<file path="config.mk">
export PLATFORM = sky130hd
export DESIGN_NAME = uart_tx_arbiter
export DESIGN_NICKNAME = d
export VERILOG_FILES = /design/src/rtl/uart_pkg.sv /design/src/rtl/uart_rr_pick.sv /design/src/rtl/uart_tx_arbiter.sv
export SDC_FILE = /design/constraint.sdc
export NUM_CORES = 1
export LEC_CHECK = 0
export CAP_MARGIN = 20
export CORE_UTILIZATION = 33
export DETAILED_ROUTE_END_ITERATION = 6
export PLACE_DENSITY = 0.77
export SETUP_SLACK_MARGIN = 0.5
export SYNTH_ARGS = -nofsm -noshare
export SYNTH_HDL_FRONTEND = slang
export SYNTH_SLANG_ARGS = --single-unit
</file>
<file path="constraint.sdc">
create_clock -name clock -period 1.7 [get_ports clock]
set_clock_uncertainty 0.05 [all_clocks]
set_input_delay 0.17 -clock clock [delete_from_list [all_inputs] [get_ports clock]]
set_output_delay 0.17 -clock clock [all_outputs]
set_load 0.02 [all_outputs]
</file>
<file path="src/rtl/uart_pkg.sv">
// Shared types and widths for the UART transmit-side blocks.
//   UART_BYTE_W  width of one transmitted byte
//   UART_SUM_W   width of the running transmit checksum
//   arb_state_t  state of the transmitter arbiter (idle / locked to an owner)
package uart_pkg;

    localparam int UART_BYTE_W = 8;
    localparam int UART_SUM_W  = 32;

    typedef enum logic {
        ARB_IDLE = 1'b0,
        ARB_LOCK = 1'b1
    } arb_state_t;

endpackage

</file>
<file path="src/rtl/uart_rr_pick.sv">
// Round-robin picker: finds the first set request bit searching upward from
// ptr and wrapping at N. Purely combinational.
// Parameters:
//   N     number of requesters (2..8)
// Ports:
//   req   in   N     request vector
//   ptr   in   PW    index where the search starts (highest priority)
//   pick  out  PW    index of the chosen request (0 when none)
//   any   out  1     at least one request is set
module uart_rr_pick
    import uart_pkg::*;
#(
    parameter  int N  = 4,
    localparam int PW = (N > 1) ? $clog2(N) : 1
) (
    input  logic [N-1:0]  req,
    input  logic [PW-1:0] ptr,
    output logic [PW-1:0] pick,
    output logic          any
);

    // For every search offset, the requester index it lands on after wrapping.
    logic [PW:0]   sum_w [N];
    logic [PW-1:0] idx_w [N];
    logic [N-1:0]  hit_w;

    genvar gi;
    generate
        for (gi = 0; gi < N; gi++) begin : g_off
            assign sum_w[gi] = {1'b0, ptr} + (PW+1)'(gi);
            assign idx_w[gi] = (sum_w[gi] >= (PW+1)'(N)) ? PW'(sum_w[gi] - (PW+1)'(N))
                                                          : PW'(sum_w[gi]);
            assign hit_w[gi] = req[idx_w[gi]];
        end
    endgenerate

    // Walk offsets from farthest to nearest so the nearest hit wins.
    always_comb begin
        pick = '0;
        for (int k = N - 1; k >= 0; k--) begin
            if (hit_w[k]) begin
                pick = idx_w[k];
            end
        end
        any = |hit_w;
    end

endmodule

</file>
<file path="src/rtl/uart_tx_arbiter.sv">
// Shares one UART transmitter between N_REQ byte-stream requesters. A
// requester is granted a whole message: it owns the transmitter until its
// byte flagged last is accepted, or until it stalls (req_valid low) for
// IDLE_TIMEOUT cycles, at which point it is evicted. Owners are chosen
// round-robin, one arbitration cycle per grant.
// Optional build macro: UART_ARB_CHECKSUM_EN adds a 32-bit running sum of
// transmitted bytes; without it the checksum port is tied to zero.
// Parameters:
//   N_REQ          number of requesters (2..8)
//   IDLE_TIMEOUT   stall cycles tolerated mid-message before eviction (>=1)
// Ports:
//   clock      in   1         system clock
//   reset_n    in   1         asynchronous active-low reset
//   req_valid  in   N_REQ     requester i presents a byte
//   req_data   in   N_REQ*8   byte of requester i at [8i+7:8i]
//   req_last   in   N_REQ     byte is the last of its message
//   req_ready  out  N_REQ     byte of requester i accepted this cycle
//   tx_valid   out  1         byte presented to the transmitter
//   tx_data    out  8         byte to transmit
//   tx_ready   in   1         transmitter accepts when tx_valid & tx_ready
//   grant      out  N_REQ     one-hot current owner, 0 when unlocked
//   evict      out  1         one-cycle pulse when an owner times out
//   checksum   out  32        running sum of transmitted bytes
module uart_tx_arbiter
    import uart_pkg::*;
#(
    parameter int N_REQ        = 4,
    parameter int IDLE_TIMEOUT = 64
) (
    input  logic                         clock,
    input  logic                         reset_n,
    input  logic [N_REQ-1:0]             req_valid,
    input  logic [N_REQ*UART_BYTE_W-1:0] req_data,
    input  logic [N_REQ-1:0]             req_last,
    output logic [N_REQ-1:0]             req_ready,
    output logic                         tx_valid,
    output logic [UART_BYTE_W-1:0]       tx_data,
    input  logic                         tx_ready,
    output logic [N_REQ-1:0]             grant,
    output logic                         evict,
    output logic [UART_SUM_W-1:0]        checksum
);

    localparam int PTR_W = $clog2(N_REQ);
    localparam int CNT_W = (IDLE_TIMEOUT > 1) ? $clog2(IDLE_TIMEOUT) : 1;
    localparam logic [CNT_W-1:0] CNT_LAST = CNT_W'(IDLE_TIMEOUT - 1);
    localparam logic [PTR_W-1:0] PTR_LAST = PTR_W'(N_REQ - 1);

    arb_state_t        state_reg, state_next;
    logic [N_REQ-1:0]  grant_reg, grant_next;
    logic [PTR_W-1:0]  owner_reg, owner_next;
    logic [PTR_W-1:0]  rr_ptr_reg, rr_ptr_next;
    logic [CNT_W-1:0]  idle_cnt_reg, idle_cnt_next;
    logic              evict_reg, evict_next;

    logic [UART_BYTE_W-1:0] data_arr [N_REQ];
    logic [PTR_W-1:0]       pick_idx;
    logic                   pick_any;
    logic                   owner_valid;
    logic                   owner_last;
    logic                   release_lock;

    genvar gi;
    generate
        for (gi = 0; gi < N_REQ; gi++) begin : g_unpack
            assign data_arr[gi] = req_data[gi*UART_BYTE_W +: UART_BYTE_W];
        end
    endgenerate

    uart_rr_pick #(
        .N (N_REQ)
    ) u_pick (
        .req  (req_valid),
        .ptr  (rr_ptr_reg),
        .pick (pick_idx),
        .any  (pick_any)
    );

    assign owner_valid = req_valid[owner_reg];
    assign owner_last  = req_last[owner_reg];

    always_comb begin
        state_next    = state_reg;
        grant_next    = grant_reg;
        owner_next    = owner_reg;
        rr_ptr_next   = rr_ptr_reg;
        idle_cnt_next = idle_cnt_reg;
        evict_next    = 1'b0;
        release_lock  = 1'b0;
        tx_valid      = 1'b0;
        tx_data       = '0;
        req_ready     = '0;

        case (state_reg)
            ARB_IDLE: begin
                // Arbitration cycle: no byte moves while a grant is decided.
                idle_cnt_next = '0;
                if (pick_any) begin
                    grant_next           = '0;
                    grant_next[pick_idx] = 1'b1;
                    owner_next           = pick_idx;
                    state_next           = ARB_LOCK;
                end
            end
            ARB_LOCK: begin
                tx_valid             = owner_valid;
                tx_data              = data_arr[owner_reg];
                req_ready[owner_reg] = owner_valid & tx_ready;
                if (owner_valid && tx_ready) begin
                    idle_cnt_next = '0;
                    release_lock  = owner_last;
                end else if (!owner_valid) begin
                    // Only a silent owner counts toward the timeout; a busy
                    // transmitter (valid held, tx_ready low) does not.
                    if (idle_cnt_reg == CNT_LAST) begin
                        evict_next   = 1'b1;
                        release_lock = 1'b1;
                    end else begin
                        idle_cnt_next = idle_cnt_reg + 1'b1;
                    end
                end
                if (release_lock) begin
                    grant_next    = '0;
                    rr_ptr_next   = (owner_reg == PTR_LAST) ? '0 : owner_reg + 1'b1;
                    idle_cnt_next = '0;
                    state_next    = ARB_IDLE;
                end
            end
            default: begin
                state_next = ARB_IDLE;
            end
        endcase
    end

    always_ff @(posedge clock or negedge reset_n) begin
        if (!reset_n) begin
            state_reg    <= ARB_IDLE;
            grant_reg    <= '0;
            owner_reg    <= '0;
            rr_ptr_reg   <= '0;
            idle_cnt_reg <= '0;
            evict_reg    <= 1'b0;
        end else begin
            state_reg    <= state_next;
            grant_reg    <= grant_next;
            owner_reg    <= owner_next;
            rr_ptr_reg   <= rr_ptr_next;
            idle_cnt_reg <= idle_cnt_next;
            evict_reg    <= evict_next;
        end
    end

    assign grant = grant_reg;
    assign evict = evict_reg;

`ifdef UART_ARB_CHECKSUM_EN
    logic                  xfer;
    logic [UART_SUM_W-1:0] checksum_reg;

    assign xfer = tx_valid & tx_ready;

    always_ff @(posedge clock or negedge reset_n) begin
        if (!reset_n) begin
            checksum_reg <= '0;
        end else if (xfer) begin
            checksum_reg <= checksum_reg + UART_SUM_W'(tx_data);
        end
    end

    assign checksum = checksum_reg;
`else
    assign checksum = '0;
`endif

endmodule

</file>
==> run summary <==
The run finished, with violations left. The checks that failed: negative setup slack. Once the floorplan was initialized, standard cells occupied 35.2% of the core. The routability congestion estimate came out at 0.729. The cell area after synthesis is 1450 sq um. The number of global-route vias before repair is 1253. Relative to the synthesized area, the layout overhead comes to 74.9%. Across all register-to-register paths, the minimum setup slack is -0.24 ns. The first detailed-routing pass ran for 4 iterations.

Of the total power, the clock network draws about a tenth. The final instance area came out at 2540 sq um. The initial antenna violation count was 0.

The clock sink count is 16. Summing all placed instances gives a cell area of 2160 sq um. Global routing used 16.1% of the available tracks. The achievable clock frequency is 515 MHz. The detailed placer's ending HPWL is 2.96 mm.

The type of the tightest min-delay check is primary input to async pin. The clock latency on the worst-skew pair is about 0.25 ns. The busiest metal layer after global routing is met2.

Setup slack on the critical path of the routed design comes to -0.241 ns. The proportion of synthesized chip area in sequential cells came out at 27.6%. For this run, global-route usage on met2 was measured as 29.2%. Global routing consumed, on the met1 layer, a little under a fifth of the routing resources. The final max-slew violation count is 0. The kind of end point of the critical path is a register.

The register share of total power is approximately 18%. The top cell type by total area after synthesis is dfrtp_1. The routed length per placed instance is 14.1 microns. The die is 68.3 microns tall. The setup slack after placement came out at -0.583 ns. Synthesis handed over a netlist of around 150 instances.

The maximum resistive drop on vdd came out at 750 uV. The area share of the largest cell type after synthesis came out at 27.6%. The remaining antenna violation count after routing is 0.

The register with the most flip-flops in the layout has 6 of them. The maximum number of pins on one net before global-route repair is 17. The maximum count of clock buffers along a single path is 2. The sum of routed wire length over all layers is 4.06 mm.

Tracing the worst setup path back leads to its startpoint at owner_reg[1]. The power density over the cells came out at 1370 nW/um^2. The net switching share of the total power came out at 38.9%. At the end of the flow, the number of nets in the layout was 286. The total of max-cap violations came out at 0.

The global-route wire length before repair came out at 5.49 mm. The number of vias per cell after detailed routing came out at around 4.6. The worst register-to-register path begins at owner_reg[1].

The net switching power figure came out at between 1 and 1.5 mW. The mean area per synthesized cell is 9.93 sq um. The sum of overflow across all layers after global routing came out at 0.

The horizontal die dimension is 68.3 microns. The number of diodes added for antenna fixing came out at 0. The minimum clock period is 1.94 ns. The most common cell after layout, fill and taps aside is clkdlybuf4s50_1. Setup repair after global routing could not meet its margin everywhere. Setup violations remaining at the end of the flow were counted as 27. The number of unique standard cell types used by synthesis is 32.

The level count of the clock H-tree is 1. The clock slew seen by the registers of the worst setup and hold paths is 0.06 ns. Internal power comes to 2.13 mW. The CTS root buffer is clkbuf_8. The floorplan step defined a die boundary enclosing 4660 sq um. The post-route fraction of the period consumed by the critical path is 114%. The total core area is 4120 sq um. The worst setup path is launched from a register. The fraction of layout instances using a drive strength above 1 came out at around 43%.

The site row count is 23. The number of buffers added on ports came out at 60. The count of hold buffers inserted by post-cts repair is 0.

The met3 track utilization from global routing is 4.83%. Buffers inserted during clock tree synthesis total 3. The number of hold violations in the final report is 0. The count of pins on the block boundary came out at 93. The share of power burned in combinational logic is 72.0%. Leaving out fill and tap cells, the most frequent cells in the layout are clkdlybuf4s50_1, conb_1, buf_4.

The critical path is of the register to register type. The CTS tree is built. The analysis attributes to cell leakage a power of 1.20 nW. The count of vias placed by the detailed router came out at 1312. The total of flip-flops plus latches after synthesis came out at 16. The data required time of the critical path is around 1.8 ns. The Yosys step of the flow raised 0 warnings. Sorting the synthesized cells by area gives the leading types as dfrtp_1, buf_4, mux4_2. The data arrival time of the critical path came out at 2.02 ns. Of all nets on the critical path, the largest fanout is 3.

In the routed design, unresolved DRC markers number 0. The detailed router's first-iteration violation count is 54.
## layer usage
metal | vias to the layer above | routed length, microns
li1 | 623 | -
met1 | 653 | 1530
met2 | 34 | 2360
met3 | 2 | 152
met4 | 0 | 9
met5 | - | 0
## power by group through the flow
| stage | Sequential, mW | Combinational (mW) | Clock (mW) |
|---|---|---|---|
| detailed placement | 0.628 | 2.00 | 0 |
| global placement | 0.625 | 1.98 | 0 |
| finish | 0.639 | 2.51 | 0.336 |
| CTS | 0.625 | 2.29 | 0.343 |
| global route | 0.654 | 2.67 | 0.368 |
| floorplan | 0.649 | 1.28 | 0 |
## cells by family after synthesis
logic type / Yosys count / synth area share (%)
other: 1 / 0.259
xor gates and xnor gates: 4 / 2.42
buffers and inverters: 42 / 19.4
muxes: 16 / 20.4
DFF: 16 / 27.6
AOI/OAI and AO/OA: 16 / 7.42
and+or+nand+nor: 46 / 18.2
adders and majority gates: 5 / 4.31
## final timing paths
path,to,depth (start not counted)
setup / recovery,rr_ptr_reg[0],6
hold / removal,idle_cnt_reg[2],2
setup reg to reg,rr_ptr_reg[0],6
hold reg to reg,grant[0],1
max in group asynchronous,rr_ptr_reg[1],2
min in group clock,state_reg,6
## worst max-delay path, cell delays in order (launching register included)
cell      delay, ns
dfrtp_1        0.40
mux4_2         0.56
buf_6          0.14
nand4b_4       0.18
o21ai_4        0.10
nand2_2        0.10
mux2_4         0.30
## area by class of cell
class                           count  area, sq um
Timing Repair Buffer               92          935
Sequential cell                    16          403
Inverter                            6         22.5
Fill cell                         356         1580
Tap cell                           50         62.6
Clock buffer                        4         55.1
Multi-Input combinational cell    119         1060
## stage by stage
stage          hold slack [ns]  power (mW)  std cells  setup TNS [ns]  utilization, %
6_report                 0.197        3.48        287           -4.38            61.6
2_1_floorplan           -0.176        1.93        177          -0.203               -
5_1_grt                  0.219        3.69        287           -5.71            61.6
3_3_place_gp             0.421        2.61        271           -9.50            52.6
3_5_place_dp             0.423        2.63        271          -10.21            52.6
4_1_cts                  0.199        3.26        281           -3.80            57.6
## synthesized netlist by cell type
cell type	n
conb_1	1
nor3_1	1
mux4_2	10
nand2_2	1
ha_1	5
a211oi_1	2
and2_1	13
o22a_1	1
mux2i_1	4
o22ai_1	1
nand4_1	2
dfrtp_1	16
nand4b_4	1
mux2_4	2
xor2_1	3
nor3b_1	2
and3_1	2
nor2_1	11
clkbuf_1	1
a21o_1	1
nand3b_2	1
nand2_1	7
buf_2	3
nand2b_1	3
inv_1	6
nand3_1	2
o21ai_0	3
xnor2_1	1
o21ai_2	1
a21oi_1	4
buf_4	32
o2bb2ai_1	3
## repair_timing
| action | CTS | global route |
|---|---|---|
| cloned | 1 | 0 |
| setup buffers | 5 | 6 |
| pin swaps | 16 | 10 |
| endpoints found under the setup margin | 34 | 31 |
| resized for setup | 100 | 30 |
Note: power is estimated with default switching activity, not from simulation.
